[config.mk]
export PLATFORM = sky130hd
export DESIGN_NAME = mem_port_arbiter
export DESIGN_NICKNAME = d
export VERILOG_FILES = /design/src/rtl/mem_port_arbiter.sv
export SDC_FILE = /design/constraint.sdc
export NUM_CORES = 1
export LEC_CHECK = 0
export CAP_MARGIN = 20
export CORE_MARGIN = 2
export CORE_UTILIZATION = 40
export CTS_BUF_LIST = sky130_fd_sc_hd__clkbuf_16
export DETAILED_ROUTE_END_ITERATION = 7
export PLACE_DENSITY_LB_ADDON = 0.2
export SLEW_MARGIN = 20
export SYNTH_ARGS = -nofsm -noshare
export SYNTH_HDL_FRONTEND = slang
export SYNTH_SLANG_ARGS = --single-unit
export TNS_END_PERCENT = 20
[constraint.sdc]
create_clock -name clk -period 2.6 [get_ports clk]
set_input_delay 0.39 -clock clk [delete_from_list [all_inputs] [get_ports clk]]
set_output_delay 0.39 -clock clk [all_outputs]
set_load 0.01 [all_outputs]
[src/rtl/mem_port_arbiter.sv]
// Shares the core's single memory port between instruction fetch and the LSU.
// LSU has priority; a starvation counter forces a fetch grant after STARVE_LIMIT LSU wins.
module mem_port_arbiter #(
    parameter int unsigned STARVE_LIMIT = 4,
    parameter int unsigned TIMEOUT      = 255
) (
    input  logic        clk,
    input  logic        rst_n,

    input  logic        if_req,
    input  logic [31:0] if_addr,
    output logic        if_rsp_valid,
    output logic [31:0] if_rdata,
    output logic        if_err,

    input  logic        lsu_req,
    input  logic [31:0] lsu_addr,
    input  logic        lsu_we,
    input  logic [31:0] lsu_wdata,
    input  logic [1:0]  lsu_width,
    output logic        lsu_rsp_valid,
    output logic [31:0] lsu_rdata,
    output logic        lsu_err,

    output logic        mem_req,
    output logic [31:0] mem_addr,
    output logic        mem_we,
    output logic [3:0]  mem_be,
    output logic [31:0] mem_wdata,
    input  logic        mem_ack,
    input  logic [31:0] mem_rdata
);

    localparam int unsigned SW = $clog2(STARVE_LIMIT + 1);
    localparam int unsigned TW = $clog2(TIMEOUT + 1);

    typedef enum logic [1:0] {
        IDLE    = 2'd0,
        BUS_IF  = 2'd1,
        BUS_LSU = 2'd2,
        RESP    = 2'd3
    } state_t;

    state_t        state, state_d;
    logic [SW-1:0] starve_cnt, starve_d;
    logic [TW-1:0] to_cnt, to_d;
    logic          post_resp, post_resp_d;
    logic [1:0]    lsu_shift, lsu_shift_d;

    logic          if_rsp_valid_d, if_err_d, lsu_rsp_valid_d, lsu_err_d;
    logic [31:0]   if_rdata_d, lsu_rdata_d;
    logic          mem_req_d, mem_we_d;
    logic [31:0]   mem_addr_d, mem_wdata_d;
    logic [3:0]    mem_be_d;

    logic          lsu_misaligned;
    logic [3:0]    lane_be;
    logic [31:0]   lane_wdata;
    logic          starve_at_limit;
    logic          lsu_wins;
    logic [SW-1:0] starve_on_lsu;
    logic          to_last;
    logic [31:0]   read_shifted;

    // Fetch is always word-aligned; the low address bits carry no information.
    logic unused_if_addr_lo;
    assign unused_if_addr_lo = ^if_addr[1:0];

    // Lane placement and alignment check for the LSU request.
    always_comb begin
        lsu_misaligned = 1'b0;
        lane_be        = 4'hf;
        lane_wdata     = lsu_wdata;
        case (lsu_width)
            2'b00: begin
                lane_be    = 4'b0001 << lsu_addr[1:0];
                lane_wdata = {4{lsu_wdata[7:0]}};
            end
            2'b01: begin
                lane_be        = 4'b0011 << lsu_addr[1:0];
                lane_wdata     = {2{lsu_wdata[15:0]}};
                lsu_misaligned = lsu_addr[0];
            end
            default: lsu_misaligned = (lsu_addr[1:0] != 2'b00);
        endcase
    end

    assign starve_at_limit = (starve_cnt == SW'(STARVE_LIMIT));
    assign lsu_wins        = lsu_req && !(if_req && starve_at_limit);
    assign starve_on_lsu   = !if_req        ? '0 :
                             starve_at_limit ? starve_cnt : starve_cnt + SW'(1);
    assign to_last         = (to_cnt == TW'(TIMEOUT - 1));
    assign read_shifted    = mem_rdata >> {lsu_shift, 3'b000};

    // Next-state and next-output logic; every output is registered below.
    always_comb begin
        state_d         = state;
        starve_d        = starve_cnt;
        to_d            = to_cnt;
        post_resp_d     = 1'b0;
        lsu_shift_d     = lsu_shift;
        if_rsp_valid_d  = 1'b0;
        if_rdata_d      = if_rdata;
        if_err_d        = if_err;
        lsu_rsp_valid_d = 1'b0;
        lsu_rdata_d     = lsu_rdata;
        lsu_err_d       = lsu_err;
        mem_req_d       = mem_req;
        mem_addr_d      = mem_addr;
        mem_we_d        = mem_we;
        mem_be_d        = mem_be;
        mem_wdata_d     = mem_wdata;

        case (state)
            IDLE: begin
                // The IDLE cycle right after a response does not arbitrate, so the
                // served requester can drop or re-present req and both compete fairly.
                if (!post_resp) begin
                    if (lsu_wins) begin
                        starve_d    = starve_on_lsu;
                        lsu_shift_d = lsu_addr[1:0];
                        if (lsu_misaligned) begin
                            state_d         = RESP;
                            lsu_rsp_valid_d = 1'b1;
                            lsu_err_d       = 1'b1;
                            lsu_rdata_d     = '0;
                        end else begin
                            state_d     = BUS_LSU;
                            to_d        = '0;
                            mem_req_d   = 1'b1;
                            mem_addr_d  = {lsu_addr[31:2], 2'b00};
                            mem_we_d    = lsu_we;
                            mem_be_d    = lane_be;
                            mem_wdata_d = lane_wdata;
                        end
                    end else if (if_req) begin
                        starve_d    = '0;
                        state_d     = BUS_IF;
                        to_d        = '0;
                        mem_req_d   = 1'b1;
                        mem_addr_d  = {if_addr[31:2], 2'b00};
                        mem_we_d    = 1'b0;
                        mem_be_d    = 4'hf;
                        mem_wdata_d = '0;
                    end
                end
            end
            BUS_IF, BUS_LSU: begin
                // An ack arriving on the final timeout cycle still completes normally.
                if (mem_ack || to_last) begin
                    state_d   = RESP;
                    mem_req_d = 1'b0;
                    if (state == BUS_LSU) begin
                        lsu_rsp_valid_d = 1'b1;
                        lsu_err_d       = !mem_ack;
                        lsu_rdata_d     = (mem_ack && !mem_we) ? read_shifted : '0;
                    end else begin
                        if_rsp_valid_d = 1'b1;
                        if_err_d       = !mem_ack;
                        if_rdata_d     = mem_ack ? mem_rdata : '0;
                    end
                end else begin
                    to_d = to_cnt + TW'(1);
                end
            end
            RESP: begin
                state_d     = IDLE;
                post_resp_d = 1'b1;
            end
            default: state_d = IDLE;
        endcase
    end

    always_ff @(posedge clk) begin
        if (!rst_n) begin
            state         <= IDLE;
            starve_cnt    <= '0;
            to_cnt        <= '0;
            post_resp     <= 1'b0;
            lsu_shift     <= '0;
            if_rsp_valid  <= 1'b0;
            if_rdata      <= '0;
            if_err        <= 1'b0;
            lsu_rsp_valid <= 1'b0;
            lsu_rdata     <= '0;
            lsu_err       <= 1'b0;
            mem_req       <= 1'b0;
            mem_addr      <= '0;
            mem_we        <= 1'b0;
            mem_be        <= '0;
            mem_wdata     <= '0;
        end else begin
            state         <= state_d;
            starve_cnt    <= starve_d;
            to_cnt        <= to_d;
            post_resp     <= post_resp_d;
            lsu_shift     <= lsu_shift_d;
            if_rsp_valid  <= if_rsp_valid_d;
            if_rdata      <= if_rdata_d;
            if_err        <= if_err_d;
            lsu_rsp_valid <= lsu_rsp_valid_d;
            lsu_rdata     <= lsu_rdata_d;
            lsu_err       <= lsu_err_d;
            mem_req       <= mem_req_d;
            mem_addr      <= mem_addr_d;
            mem_we        <= mem_we_d;
            mem_be        <= mem_be_d;
            mem_wdata     <= mem_wdata_d;
        end
    end

endmodule
==> results.toml <==
[run_status]
outcome = "finished, final reports clean"

[critical_path]
cp_data_arrival_time_ns = 2.55
critPathKind = "reg2reg"
startpoint_type = "flip-flop"
worstSetupEndpointType = "flip-flop"
cp_max_fo = 34
worstPathRequired_ns = 2.90

[power_and_ir_drop]
p_clk_share_pct = 25.3
pwr-share-comb_pct = 42.6
vdd_drop_max_v = 0.000548
p_leak_nw = 3.99
power_switching_mw = 3.29
pwr_density_cell_nw_per_um2 = 904
total_power_mw = 9.42
swShare_pct = 35.0
internal_power_mw = 6.12
p_seq_share_pct = 32.1

[synthesis]
syn_area_per_cell_um2 = 8.38
synth-seq-cells = 152
synthAdderAreaFrac_pct = 1.45
synth_mux_area_share_pct = 10.3
synth-edff-count = 0
synth_flop_cell = "dfxtp_1"
netlist_area_um2 = 6910
synth_compound_area_share_pct = 19.5
yosysUniqueCellTypes = 49
yosysWarnings = 0
synth_top_family_by_area = "compound AO/OA/AOI/OAI gates"
synth-seq-area-share_pct = 44.1
synthCells = 824
synth-simple-area-share_pct = 18.8
synth-xor-area-share_pct = 0
synthArstFlopShare_pct = 0

[grt]
grt_pass1_vias = 6358
grt-ovfl-total = 0
grt_max_degree = 78
grt_first_pass_wirelength_um = 33300
track_usage_pct = 23.0
grt_antenna_before_repair = 0

[routing]
ant_nets = 0
wire_per_inst_um = 16.4
drt-vias-per-instance = 5.16
drtIter0Drc = 394
drc = 0
num_vias = 6738
first_pass_iters = 5
wl_um = 21400

[sta]
maxSlewHeadroom_pct = 60.4
final_hold_viol_count = 0
setup_slack_ns = 0.357
max_freq_mhz = 446
grt_setup_unrepaired = "false"
post-route-period-util_pct = 86.3
slew_viol_final = 0
period_needed_ns = 2.24
hold_ws_ns = 0.449
worstMarginPinSlew_ns = 0.593
setup_viol = 0
fin_setup_tns_ns = 0
finClkSkew_ns = 0.00841

[die]
rows = 48
dieWidth_um = 135
die-area_um2 = 18300
start_util_pct = 40.4
die_h_um = 135
ios = 274
core_area_um2 = 17100

[place]
hpwl_um = 15100
port_buffers = 269
placed_cell_area_um2 = 9850
pre_cts_slack_ns = 0.293
dpl.cell_count = 1275
gp_congestion = 0.830

[clock_tree]
clock_latency_ns = 0.42
ctsResizeCount = 0
cts_htree_levels = 4
clk_pin_slew_ns = 0.06
postCtsHoldBufs = 0
root_buffer = "clkbuf_16"
cts_buffer_depth = 2
clkSinkCount = 152
cts_setup_buffers = 0
cts_tree = "yes"
numCtsBuffers = 17

[finish]
drive_above_1_share_pct = 7.49
area_growth_syn_to_layout_pct = 50.8
finalNetCount = 1213
final_common_cell = "clkdlybuf4s50_1"
antenna_cells = 0
finalNonFillerCells = 1306
fillers = 1605
fin_util_pct = 60.8
fin_area_um2 = 10400
final_cell_mix = "clkdlybuf4s50_1 (268), nand2_1 (167), dfxtp_1 (152)"

[hold_path]
hold_path_class = "reg2reg"

[job]
drv_cap = 0
==> routing by layer <==
layer / GRT usage, % / share of wire, % / vias up
li1: - / - / 3369
met1: 30.9 / 45 / 3125
met2: 35.4 / 45 / 210
met3: 6.47 / 7.2 / 34
met4: 8.10 / 2.2 / 0
met5: 0 / 0 / -
==> final timing paths <==
path                                            startpoint                    endpoint  slack, ns  cells after the start
worst max-delay path                 state[0]$_SDFFE_PN0P_   if_rdata[19]$_SDFFE_PN0P_       0.36                      8
worst min-delay path            mem_wdata[12]$_SDFFE_PN0P_  mem_wdata[12]$_SDFFE_PN0P_       0.45                      2
worst max register to register       state[0]$_SDFFE_PN0P_   if_rdata[19]$_SDFFE_PN0P_       0.36                      8
worst min register to register  mem_wdata[12]$_SDFFE_PN0P_  mem_wdata[12]$_SDFFE_PN0P_       0.45                      2
==> power groups by stage <==
stage | Clock [mW] | Combinational (mW) | Sequential [mW]
floorplan | 0 | 2.17 | 3.24
global placement | 0 | 3.99 | 3.06
detailed placement | 0 | 4.02 | 3.07
CTS | 2.44 | 4.03 | 3.02
global route | 2.52 | 4.37 | 3.07
finish | 2.38 | 4.01 | 3.02
==> Yosys cell counts (3+ instances only) <==
master,number,area share [%]
a211o_1,16,2.0
a211oi_1,3,0.33
a21oi_1,33,2.4
a22oi_1,49,5.3
a311oi_1,33,4.2
a41o_1,3,0.43
and2_1,3,0.27
and3_1,3,0.27
buf_2,18,1.3
clkbuf_1,48,2.6
dfxtp_1,152,44
ha_1,8,1.4
inv_1,25,1.4
mux2_2,17,2.8
mux2i_1,52,7.5
nand2_1,167,9.1
nand2b_1,4,0.36
nand3_1,8,0.58
nand4_1,4,0.36
nor2_1,102,5.5
nor2b_1,5,0.45
nor4b_1,3,0.38
o211ai_1,9,0.98
o21ai_0,24,1.7
==> final cells by class <==
cell class | instances | area [µm²] | area share (%)
Inverter | 25 | 95.1 | 0.913
Multi-Input combinational cell | 578 | 3490 | 33.5
Clock inverter | 14 | 138 | 1.32
Sequential cell | 152 | 3040 | 29.2
Timing Repair Buffer | 295 | 2950 | 28.3
Clock buffer | 17 | 425 | 4.08
Tap cell | 225 | 282 | 2.70
==> state kept, by name, summed over array words and instances, names as in the netlist <==
| signal | cells |
|---|---|
| if_err | 1 |
| if_rdata | 32 |
| if_rsp_valid | 1 |
| lsu_err | 1 |
| lsu_rdata | 32 |
| lsu_rsp_valid | 1 |
| lsu_shift | 2 |
| mem_addr | 30 |
| mem_be | 4 |
| mem_req | 1 |
| mem_wdata | 32 |
| mem_we | 1 |
| post_resp | 1 |
| starve_cnt | 3 |
| state | 2 |
| to_cnt | 8 |
==> worst max-delay path, cell delays in order, from the launching register on <==
cell and delay [ns]:
dfxtp_1 0.35, inv_1 0.09, ha_1 0.44, nand4_1 0.15
o21ai_0 0.44, nand2b_1 0.10, buf_4 0.26, a22oi_1 0.22
nor2_1 0.05
==> cell families (layout without fill, tap and decap cells) <==
group / after synthesis / count (layout)
flip-flops: 152 / 152
multiplexers: 69 / 69
adder cells (fa/ha/maj): 8 / 8
AO/OA/AOI/OAI: 186 / 186
AND/OR/NAND/NOR: 313 / 313
other: 1 / 2
buffers and inverters: 95 / 351
Power figures use the tool's default switching activity.
